===== config.mk =====
export PLATFORM = sky130hd
export DESIGN_NAME = agc_gain_ctrl
export DESIGN_NICKNAME = d
export VERILOG_FILES = /design/src/rtl/agc_pkg.sv /design/src/rtl/agc_gain_sat.sv /design/src/rtl/agc_gain_ctrl.sv
export SDC_FILE = /design/constraint.sdc
export NUM_CORES = 1
export LEC_CHECK = 0
export CORE_MARGIN = 2
export CORE_UTILIZATION = 55
export DETAILED_ROUTE_END_ITERATION = 12
export GPL_TIMING_DRIVEN = 0
export PLACE_DENSITY = 0.86
export REMOVE_ABC_BUFFERS = 1
export SETUP_SLACK_MARGIN = 0.4
export SYNTH_ARGS = -nofsm -noshare
export SYNTH_HDL_FRONTEND = slang
export SYNTH_HIERARCHICAL = 1
export SYNTH_SLANG_ARGS = --single-unit

===== constraint.sdc =====
create_clock -name clk_sample -period 7.9 [get_ports clk_sample]
set_input_delay 0.79 -clock clk_sample [delete_from_list [all_inputs] [get_ports clk_sample]]
set_output_delay 0.79 -clock clk_sample [all_outputs]
set_load 0.02 [all_outputs]

===== src/rtl/agc_pkg.sv =====
// AGC shared definitions: FSM state encoding and default loop constants.
// Latency: n/a (type and constant definitions only).
// Backpressure: n/a.
package agc_pkg;

  typedef enum logic [1:0] {
    ST_IDLE    = 2'd0,
    ST_SETTLE  = 2'd1,
    ST_MEASURE = 2'd2
  } agc_state_t;

  localparam int VPP_W_DEF      = 12;
  localparam int WIN_W_DEF      = 13;
  localparam int GAIN_W_DEF     = 6;
  localparam int GAIN_MIN_DEF   = 0;
  localparam int GAIN_MAX_DEF   = 63;
  localparam int GAIN_INIT_DEF  = 32;
  localparam int TGT_LO_DEF     = 2000;
  localparam int TGT_HI_DEF     = 3000;
  localparam int CLIP_LVL_DEF   = 4000;
  localparam int CLIP_STEP_DEF  = 4;
  localparam int WIN_FAST_DEF   = 1023;
  localparam int WIN_SLOW_DEF   = 4095;
  localparam int SETTLE_WIN_DEF = 2;
  localparam int HOLD_WIN_DEF   = 4;

endpackage


===== src/rtl/agc_gain_sat.sv =====
// Saturating add of a signed step to the gain code, with a changed flag.
// Latency: combinational.
// Backpressure: none.
module agc_gain_sat #(
  parameter int GAIN_W   = 6,
  parameter int GAIN_MIN = 0,
  parameter int GAIN_MAX = 63,
  parameter int STEP_W   = 4
) (
  input  logic [GAIN_W-1:0]        gain_i,
  input  logic signed [STEP_W-1:0] step_i,
  output logic [GAIN_W-1:0]        gain_o,
  output logic                     changed_o
);

  // Two spare bits: one for the carry past GAIN_MAX, one for the sign below zero.
  localparam int EXT_W = GAIN_W + 2;
  localparam logic signed [EXT_W-1:0] MIN_X = EXT_W'(GAIN_MIN);
  localparam logic signed [EXT_W-1:0] MAX_X = EXT_W'(GAIN_MAX);

  logic signed [EXT_W-1:0] sum;
  logic signed [EXT_W-1:0] clamped;

  // Widen, add, clamp back into the legal code range.
  always_comb begin
    sum = $signed({2'b00, gain_i}) +
          $signed({{(EXT_W-STEP_W){step_i[STEP_W-1]}}, step_i});
    if (sum < MIN_X)      clamped = MIN_X;
    else if (sum > MAX_X) clamped = MAX_X;
    else                  clamped = sum;
    gain_o    = clamped[GAIN_W-1:0];
    changed_o = (gain_o != gain_i);
  end

endmodule


===== src/rtl/agc_gain_ctrl.sv =====
// Closed-loop AGC: steps the PGA gain from detector peak-to-peak windows.
// Latency: 1 cycle from the found rising edge to updated outputs.
// Backpressure: none; found is a one-shot strobe and a held level is one event.
module agc_gain_ctrl
  import agc_pkg::*;
#(
  parameter int VPP_W      = VPP_W_DEF,
  parameter int WIN_W      = WIN_W_DEF,
  parameter int GAIN_W     = GAIN_W_DEF,
  parameter int GAIN_MIN   = GAIN_MIN_DEF,
  parameter int GAIN_MAX   = GAIN_MAX_DEF,
  parameter int GAIN_INIT  = GAIN_INIT_DEF,
  parameter int TGT_LO     = TGT_LO_DEF,
  parameter int TGT_HI     = TGT_HI_DEF,
  parameter int CLIP_LVL   = CLIP_LVL_DEF,
  parameter int CLIP_STEP  = CLIP_STEP_DEF,
  parameter int WIN_FAST   = WIN_FAST_DEF,
  parameter int WIN_SLOW   = WIN_SLOW_DEF,
  parameter int SETTLE_WIN = SETTLE_WIN_DEF,
  parameter int HOLD_WIN   = HOLD_WIN_DEF
) (
  input  logic              clk_sample,
  input  logic              rst,
  input  logic              en,
  input  logic              found,
  input  logic [VPP_W-1:0]  Vpp,
  output logic [WIN_W-1:0]  ADcnt,
  output logic [GAIN_W-1:0] gain,
  output logic              gain_upd,
  output logic              locked,
  output logic              clip,
  output logic [1:0]        state
);

  localparam int STEP_W = 4;
  localparam int SC_W   = $clog2(SETTLE_WIN + 1);
  localparam int HC_W   = $clog2(HOLD_WIN + 1);

  localparam logic [VPP_W-1:0]  LO_V     = VPP_W'(TGT_LO);
  localparam logic [VPP_W-1:0]  HI_V     = VPP_W'(TGT_HI);
  localparam logic [VPP_W-1:0]  CLIP_V   = VPP_W'(CLIP_LVL);
  localparam logic [WIN_W-1:0]  WF_V     = WIN_W'(WIN_FAST);
  localparam logic [WIN_W-1:0]  WS_V     = WIN_W'(WIN_SLOW);
  localparam logic [GAIN_W-1:0] GINIT_V  = GAIN_W'(GAIN_INIT);
  localparam logic [SC_W-1:0]   SETTLE_V = SC_W'(SETTLE_WIN);
  localparam logic [HC_W-1:0]   HOLD_V   = HC_W'(HOLD_WIN);
  localparam logic signed [STEP_W-1:0] STEP_CLIP = STEP_W'(-CLIP_STEP);
  localparam logic signed [STEP_W-1:0] STEP_DN   = STEP_W'(-1);
  localparam logic signed [STEP_W-1:0] STEP_UP   = STEP_W'(1);

  agc_state_t        state_q, state_d;
  logic [GAIN_W-1:0] gain_q, gain_d;
  logic [WIN_W-1:0]  adcnt_q, adcnt_d;
  logic              upd_q, upd_d;
  logic              locked_q, locked_d;
  logic              clip_q, clip_d;
  logic [SC_W-1:0]   settle_q, settle_d;
  logic [HC_W-1:0]   hold_q, hold_d;
  logic              found_q;

  logic                     evt;
  logic [HC_W-1:0]          hold_inc;
  logic signed [STEP_W-1:0] step;
  logic [GAIN_W-1:0]        sat_gain;
  logic                     sat_changed;

  // Pick the gain step this window's level would request.
  always_comb begin
    evt      = found & ~found_q;
    hold_inc = hold_q + 1'b1;
    step     = '0;
    if (Vpp >= CLIP_V)                  step = STEP_CLIP;
    else if (Vpp > HI_V)                step = STEP_DN;
    else if (Vpp < LO_V && hold_inc == HOLD_V) step = STEP_UP;
  end

  agc_gain_sat #(
    .GAIN_W   (GAIN_W),
    .GAIN_MIN (GAIN_MIN),
    .GAIN_MAX (GAIN_MAX),
    .STEP_W   (STEP_W)
  ) u_sat (
    .gain_i    (gain_q),
    .step_i    (step),
    .gain_o    (sat_gain),
    .changed_o (sat_changed)
  );

  // Next-state and output decisions; disable overrides everything but reset.
  always_comb begin
    state_d  = state_q;
    gain_d   = gain_q;
    adcnt_d  = adcnt_q;
    upd_d    = 1'b0;
    locked_d = locked_q;
    clip_d   = clip_q;
    settle_d = settle_q;
    hold_d   = hold_q;
    if (!en) begin
      state_d  = ST_IDLE;
      locked_d = 1'b0;
      clip_d   = 1'b0;
      settle_d = '0;
      hold_d   = '0;
      adcnt_d  = WF_V;
    end else begin
      case (state_q)
        ST_IDLE: begin
          state_d  = ST_SETTLE;
          settle_d = SETTLE_V;
          adcnt_d  = WF_V;
        end
        ST_SETTLE: begin
          if (evt) begin
            settle_d = settle_q - 1'b1;
            if (settle_q == SC_W'(1)) state_d = ST_MEASURE;
          end
        end
        ST_MEASURE: begin
          if (evt) begin
            if (Vpp >= CLIP_V) begin
              clip_d   = 1'b1;
              locked_d = 1'b0;
              hold_d   = '0;
            end else if (Vpp > HI_V) begin
              clip_d   = 1'b0;
              locked_d = 1'b0;
              hold_d   = '0;
            end else if (Vpp < LO_V) begin
              clip_d   = 1'b0;
              locked_d = 1'b0;
              hold_d   = (hold_inc == HOLD_V) ? '0 : hold_inc;
            end else begin
              clip_d   = 1'b0;
              locked_d = 1'b1;
              hold_d   = '0;
              adcnt_d  = WS_V;
            end
            // A real gain change restarts acquisition; a saturated step does not.
            if (sat_changed) begin
              gain_d   = sat_gain;
              upd_d    = 1'b1;
              adcnt_d  = WF_V;
              locked_d = 1'b0;
              state_d  = ST_SETTLE;
              settle_d = SETTLE_V;
            end
          end
        end
        default: state_d = ST_IDLE;
      endcase
    end
  end

  // State and output registers with synchronous reset.
  always_ff @(posedge clk_sample) begin
    if (rst) begin
      state_q  <= ST_IDLE;
      gain_q   <= GINIT_V;
      adcnt_q  <= WF_V;
      upd_q    <= 1'b0;
      locked_q <= 1'b0;
      clip_q   <= 1'b0;
      settle_q <= '0;
      hold_q   <= '0;
      found_q  <= 1'b0;
    end else begin
      state_q  <= state_d;
      gain_q   <= gain_d;
      adcnt_q  <= adcnt_d;
      upd_q    <= upd_d;
      locked_q <= locked_d;
      clip_q   <= clip_d;
      settle_q <= settle_d;
      hold_q   <= hold_d;
      found_q  <= found;
    end
  end

  assign ADcnt    = adcnt_q;
  assign gain     = gain_q;
  assign gain_upd = upd_q;
  assign locked   = locked_q;
  assign clip     = clip_q;
  assign state    = state_q;

endmodule


-- Word-level counts from Yosys, hierarchy flattened
Cells that the tools add are included.
- output and inout port bits: 24
- logic and storage cells: 75
- memories: 0
- memory bits (writable): 0
- bits in latches: 0
- ROM bits: 0
- bits of input ports: 16
- register bits: 30
- order comparisons: 5
- shift-type cells: 0
- divide/modulo/power cells: 0
- multiply operators: 0
- equality and inequality tests: 12
- reduce and logical (&&, ||, !) cells: 11
- add/subtract/negate cells: 3
- multiplexer cells: 30
- bitwise operators: 5
- operator list (operator ; count):
    13-bit two-way mux ; 5
    13-bit one-hot mux with 2 select lines ; 1
    2-bit two-way mux ; 7
    12-bit >= comparator, second input constant ; 1
    12-bit greater-than comparator, second input constant ; 1
    12-bit by 11-bit less-than comparator with 1-bit output, second input constant ; 1
    3-bit two-way mux ; 4
    6-bit two-way mux ; 2
    2-bit one-hot mux with 3 select lines ; 2
    4-bit AND reduction ; 3
    3-bit inequality test, second input constant ; 3
    7-bit by 4-bit adder with 8-bit output ; 1
    8-bit by 7-bit greater-than comparator with 1-bit output, second input constant ; 1
    8-bit by 1-bit less-than comparator with 1-bit output, second input constant ; 1
    4-bit two-way mux ; 2
    2-bit inequality test, second input constant ; 4
    1-bit two-way mux ; 7
    6-bit inequality test ; 1
    5-bit AND reduction ; 1
    2-bit by 1-bit == test with 1-bit output, second input constant ; 2
    1-bit NOT ; 4
    4-bit OR reduction ; 1
    3-bit by 1-bit adder with 3-bit output, second input constant ; 1
    3-bit == test, second input constant ; 1
    other kinds (9) ; 9

-- Depth between registers and ports, before layout
- depth after elaboration: 14
- gate-level depth with buffers: 19
- mapped depth without buffers: 19

-- Hierarchy
Netlist, hierarchy kept.
- modules (own cells, without submodules) (module ; times used ; cells each ; area each (um^2) ; sequential area each (um^2)):
    agc_gain_ctrl ; 1 ; 115 ; 985.9 ; 360.3
    agc_gain_sat ; 1 ; 114 ; 798.3 ; 0.0

-- Worst setup path after synthesis
No wires, ideal clock.
- kind: input to register
- from: input port Vpp[4]
- to: register gain_q[5], in the netlist gain[5]
- setup time: 120 ps
- data arrival time: 4090 ps
- path buffers: 0
- cell stages on the path: 18
- slack: 3691 ps
- data required time: 7780 ps
- cell sequence: o21ai_0 -> nor2_1 -> nor2_1 -> nand2_1 -> a21oi_1 -> ha_1 -> inv_1 -> fa_1 -> nand2b_1 -> a21o_1 -> a2111oi_0 -> mux2i_1 -> a21boi_1 -> o221ai_2 -> nand2_1 -> nor2_8 -> nor2b_1 -> a211o_1
- longest elaborated chain between the ends: 11
- elaborated cells on any way between the ends: 14
- classes of those cells: 1 x add/sub; 5 x order compare; 1 x eq/ne; 5 x mux; 2 x reduce/logical
- ends and longest elaborated chain (element ; RTL line ; RTL):
    from (decl) ; agc_gain_ctrl.sv:26 ; input logic [VPP_W-1:0] Vpp,
    12-bit by 11-bit less-than comparator with 1-bit output ; agc_gain_ctrl.sv:74 ; else if (Vpp < LO_V && hold_inc == HOLD_V) step = STEP_UP;
    1-bit logical AND ; agc_gain_ctrl.sv:74 ;
    1-bit two-way mux ; agc_gain_ctrl.sv:74 ;
    4-bit two-way mux ; agc_gain_ctrl.sv:73 ; else if (Vpp > HI_V) step = STEP_DN;
    4-bit two-way mux * ; agc_gain_ctrl.sv:72 ; if (Vpp >= CLIP_V) step = STEP_CLIP;
    via step[0] ; agc_gain_ctrl.sv:63 ; logic signed [STEP_W-1:0] step;
    7-bit by 4-bit adder with 8-bit output * ; agc_gain_sat.sv:26 ; sum = $signed({2'b00, gain_i}) +
    8-bit by 7-bit greater-than comparator with 1-bit output ; agc_gain_sat.sv:29 ; else if (sum > MAX_X) clamped = MAX_X;
    6-bit two-way mux ; agc_gain_sat.sv:29 ;
    6-bit two-way mux * ; agc_gain_sat.sv:28 ; if (sum < MIN_X) clamped = MIN_X;
    6-bit inequality test * ; agc_gain_sat.sv:32 ; changed_o = (gain_o != gain_i);
    via sat_changed ; agc_gain_ctrl.sv:65 ; logic sat_changed;
    4-bit AND reduction (no line) * ; n/a ;
    to (signal assigned) ; agc_gain_ctrl.sv:169 ; gain_q <= gain_d;
    to (decl) ; agc_gain_ctrl.sv:52 ; logic [GAIN_W-1:0] gain_q, gain_d;
Mark *: on every way through the listed nets, which the timed path passes. The rest lies on a longest branch.
A chain may end at the register's enable or synchronous reset.

-- Final worst setup path
- from: input port Vpp[10]
- to: register gain_q[5], in the netlist gain[5]
Same word-level chain as after synthesis.

==> results.cfg <==
[critical_path]
crit_start = Vpp[10]
critPathArrivalTime_ns = 5.31
crit_slowest_cell = a2111oi_0
critPathMaxStageDelay_ns = 0.50
reg2regPathDepth = 17
cp_data_required_time_ns = 8.09
cp-end-kind = register
start_kind = input pin
reg2reg_from = hold_q[0]
crit_chain = clkdlybuf4s50_1 -> nand4_1 -> nor2_1 -> nor2_1 -> nand2_1 -> a21oi_1 -> ha_1 -> inv_1 -> fa_1 -> nand2b_1 -> a21o_1 -> a2111oi_0 -> mux2i_1 -> a21boi_1 -> o221ai_2 -> nand2_1 -> nor2_8 -> nor2b_1 -> a211o_1
crit_type = in -> reg
path_max_fanout = 9

[place]
hpwl_microns = 3000
io_buffers = 28
place.gp.congestion = 0.918

[grt]
grt_usage = 0.224
grt_pass1_wl_microns = 6380
grt_pass1_vias = 1477
overflow = 0
antenna_found_initial = 0
grt_max_degree = 16

[cts]
cts_setup_buffers = 0
cts_buffers = 3
clock-sinks = 18
cts_htree_levels = 1
clockRootBuffer = clkbuf_4
clk_pin_slew_ns = 0.10
cts_tree = done
cts_resized = 0
clk_path_buf_depth = 2
postCtsHoldBufs = 0
clk_latency_ns = 0.29

[floorplanning]
core_area_sq_um = 3080
start_util = 0.580
top_level_ports = 40
die_h_microns = 61.0
die_area_sq_um = 3720
die_w_microns = 61.0
rows = 20

[timing]
rsz0062_at_grt = false
tns_ns = 0
holdWs_ns = 0.476
slew_headroom = 0.547
period_share = 0.648
period_needed_ns = 5.12
fin_skew_ns = 0.00156
maxSlewViolCount = 0
worst_pin_slew_ns = 0.678
hold_viol = 0
fmax_mhz = 195
finalSetupViolations = 0

[detailed_routing]
route.antenna.remaining_nets = 0
drc = 0
via_per_inst = 5.86
wl_per_cell_microns = 13.6
wl_met1_microns = 1750
dr_wl_met3_microns = 291
drt_iter0_drc = 81
drtPass1Iterations = 4
dr_wl_met2_microns = 1860
routed_wl_microns = 3950
via_count = 1704
top_layer = met4

[final_layout]
diodes = 0
final_layout_size_suffix_gt1_frac = 0.0607
area_growth_pct = 13.5
fin_nets = 277

[flow_run]
maxCapViolations = 0

[yosys]
synth_area_per_cell_sq_um = 7.79
ys_top_cells_by_area = dfxtp_1, ha_1, a21oi_1, buf_4, nor2_1
synth_common_cells = nor2_1, a21oi_1, dfxtp_1
yosysMostFrequentCell = nor2_1
yosysTopAreaCellShare = 0.202
yosys_register_bits = 18
synth_warnings = 6
seq_area_frac_synth = 0.202
netlist_area_sq_um = 1780
async_flop_share = 0
synth-edff-count = 0
syn_inst = 229
synth_top_area_cell = dfxtp_1
synth_top_flop_cell = dfxtp_1
ys_types = 61

[power]
p_per_area_nw_per_um2 = 95.3
peakVddDrop_mv = 0.0867
power.leakage_nw = 0.736

[hold_path]
hold_class = reg -> reg
holdPathStages = 2
hp-start = locked

[run_status]
outcome = finished clean
registers in the layout, indices dropped and copies added, names as in the netlist:
register and cells:
found_q 1, gain 6, ADcnt 1, locked 1, gain_upd 1, clip 1
state 2, settle_q 2, hold_q 3
cells by family (layout without fill, tap and decap cells):
| kind of cell | count (synthesis) | after routing | share of synthesized area |
|---|---|---|---|
| compound gates | 65 | 65 | 0.252 |
| xor+xnor | 7 | 7 | 0.0421 |
| fa+ha+maj | 12 | 12 | 0.0884 |
| buf+inv | 35 | 44 | 0.111 |
| flops | 18 | 18 | 0.202 |
| mux | 6 | 6 | 0.0337 |
| other cells | 2 | 11 | 0.00421 |
| simple gates | 84 | 84 | 0.266 |
worst max-delay path: cells and delay by family:
| family | cells | cell delay, ns |
|---|---|---|
| AND/OR/NAND/NOR | 8 | 1.29 |
| AO/OA/AOI/OAI | 6 | 1.67 |
| multiplexers | 1 | 0.33 |
| adder cells (fa/ha/maj) | 2 | 0.68 |
| buffers and inverters | 2 | 0.55 |
layout by cell type (no fill, tap or decap), types with 2 or more instances in the layout:
master / synthesis / routed
o21ai_0: 6 / 6
mux2i_1: 6 / 6
nor2b_1: 3 / 3
nand4_1: 2 / 2
inv_1: 13 / 13
xnor2_1: 3 / 3
a2111oi_0: 2 / 2
o22ai_1: 2 / 2
nand2b_1: 3 / 3
a21oi_1: 24 / 24
xor2_1: 3 / 3
nand3_1: 3 / 3
a32oi_1: 2 / 2
o21ai_1: 3 / 3
nand2_1: 16 / 16
and2_1: 3 / 3
a211oi_1: 5 / 5
ha_1: 11 / 11
nor2_1: 26 / 26
clkbuf_4: 0 / 3
nand3b_1: 4 / 4
o2111ai_1: 2 / 2
nor3_1: 6 / 6
conb_1: 2 / 11
o211ai_1: 4 / 4
a21o_1: 2 / 2
nor4_1: 3 / 3
dfxtp_1: 18 / 18
clkdlybuf4s50_1: 0 / 28
area by class of cell:
| class | instances | area, sq um |
|---|---|---|
| Fill cell | 257 | 1050 |
| Multi-Input combinational cell | 185 | 1260 |
| Inverter | 13 | 48.8 |
| Timing Repair Buffer | 28 | 280 |
| Tap cell | 44 | 55.1 |
| Clock buffer | 3 | 22.5 |
| Sequential cell | 18 | 360 |
power breakdown:
group	internal (mW)	switching [mW]
sequential	0.0916	0.000964
clock	0.0178	0.0274
combinational	0.0230	0.0323
metrics by stage:
stage          std cells  worst slack (ns)  power, mW  utilization  instance area [sq um]
3_5_place_dp         288              2.51      0.149        0.651                   2000
3_3_place_gp         288              2.60      0.148        0.651                   2000
4_1_cts              291              2.81      0.193        0.658                   2030
5_1_grt              291              2.49      0.204        0.658                   2030
2_1_floorplan        216              3.60      0.132            -                   1670
6_report             291              2.78      0.193        0.658                   2030
routing by layer:
metal,track usage,up-vias
met4,0.0373,0
met1,0.301,789
met3,0.0490,6
met5,0,-
li1,-,839
met2,0.375,70
worst paths after layout:
check | slack (ns) | endpoint
worst max-delay path | 2.78 | gain[5]
worst min-delay path | 0.48 | locked
worst max register to register | 3.54 | gain[5]
worst min register to register | 0.48 | locked
Power figures use the tool's default switching activity.
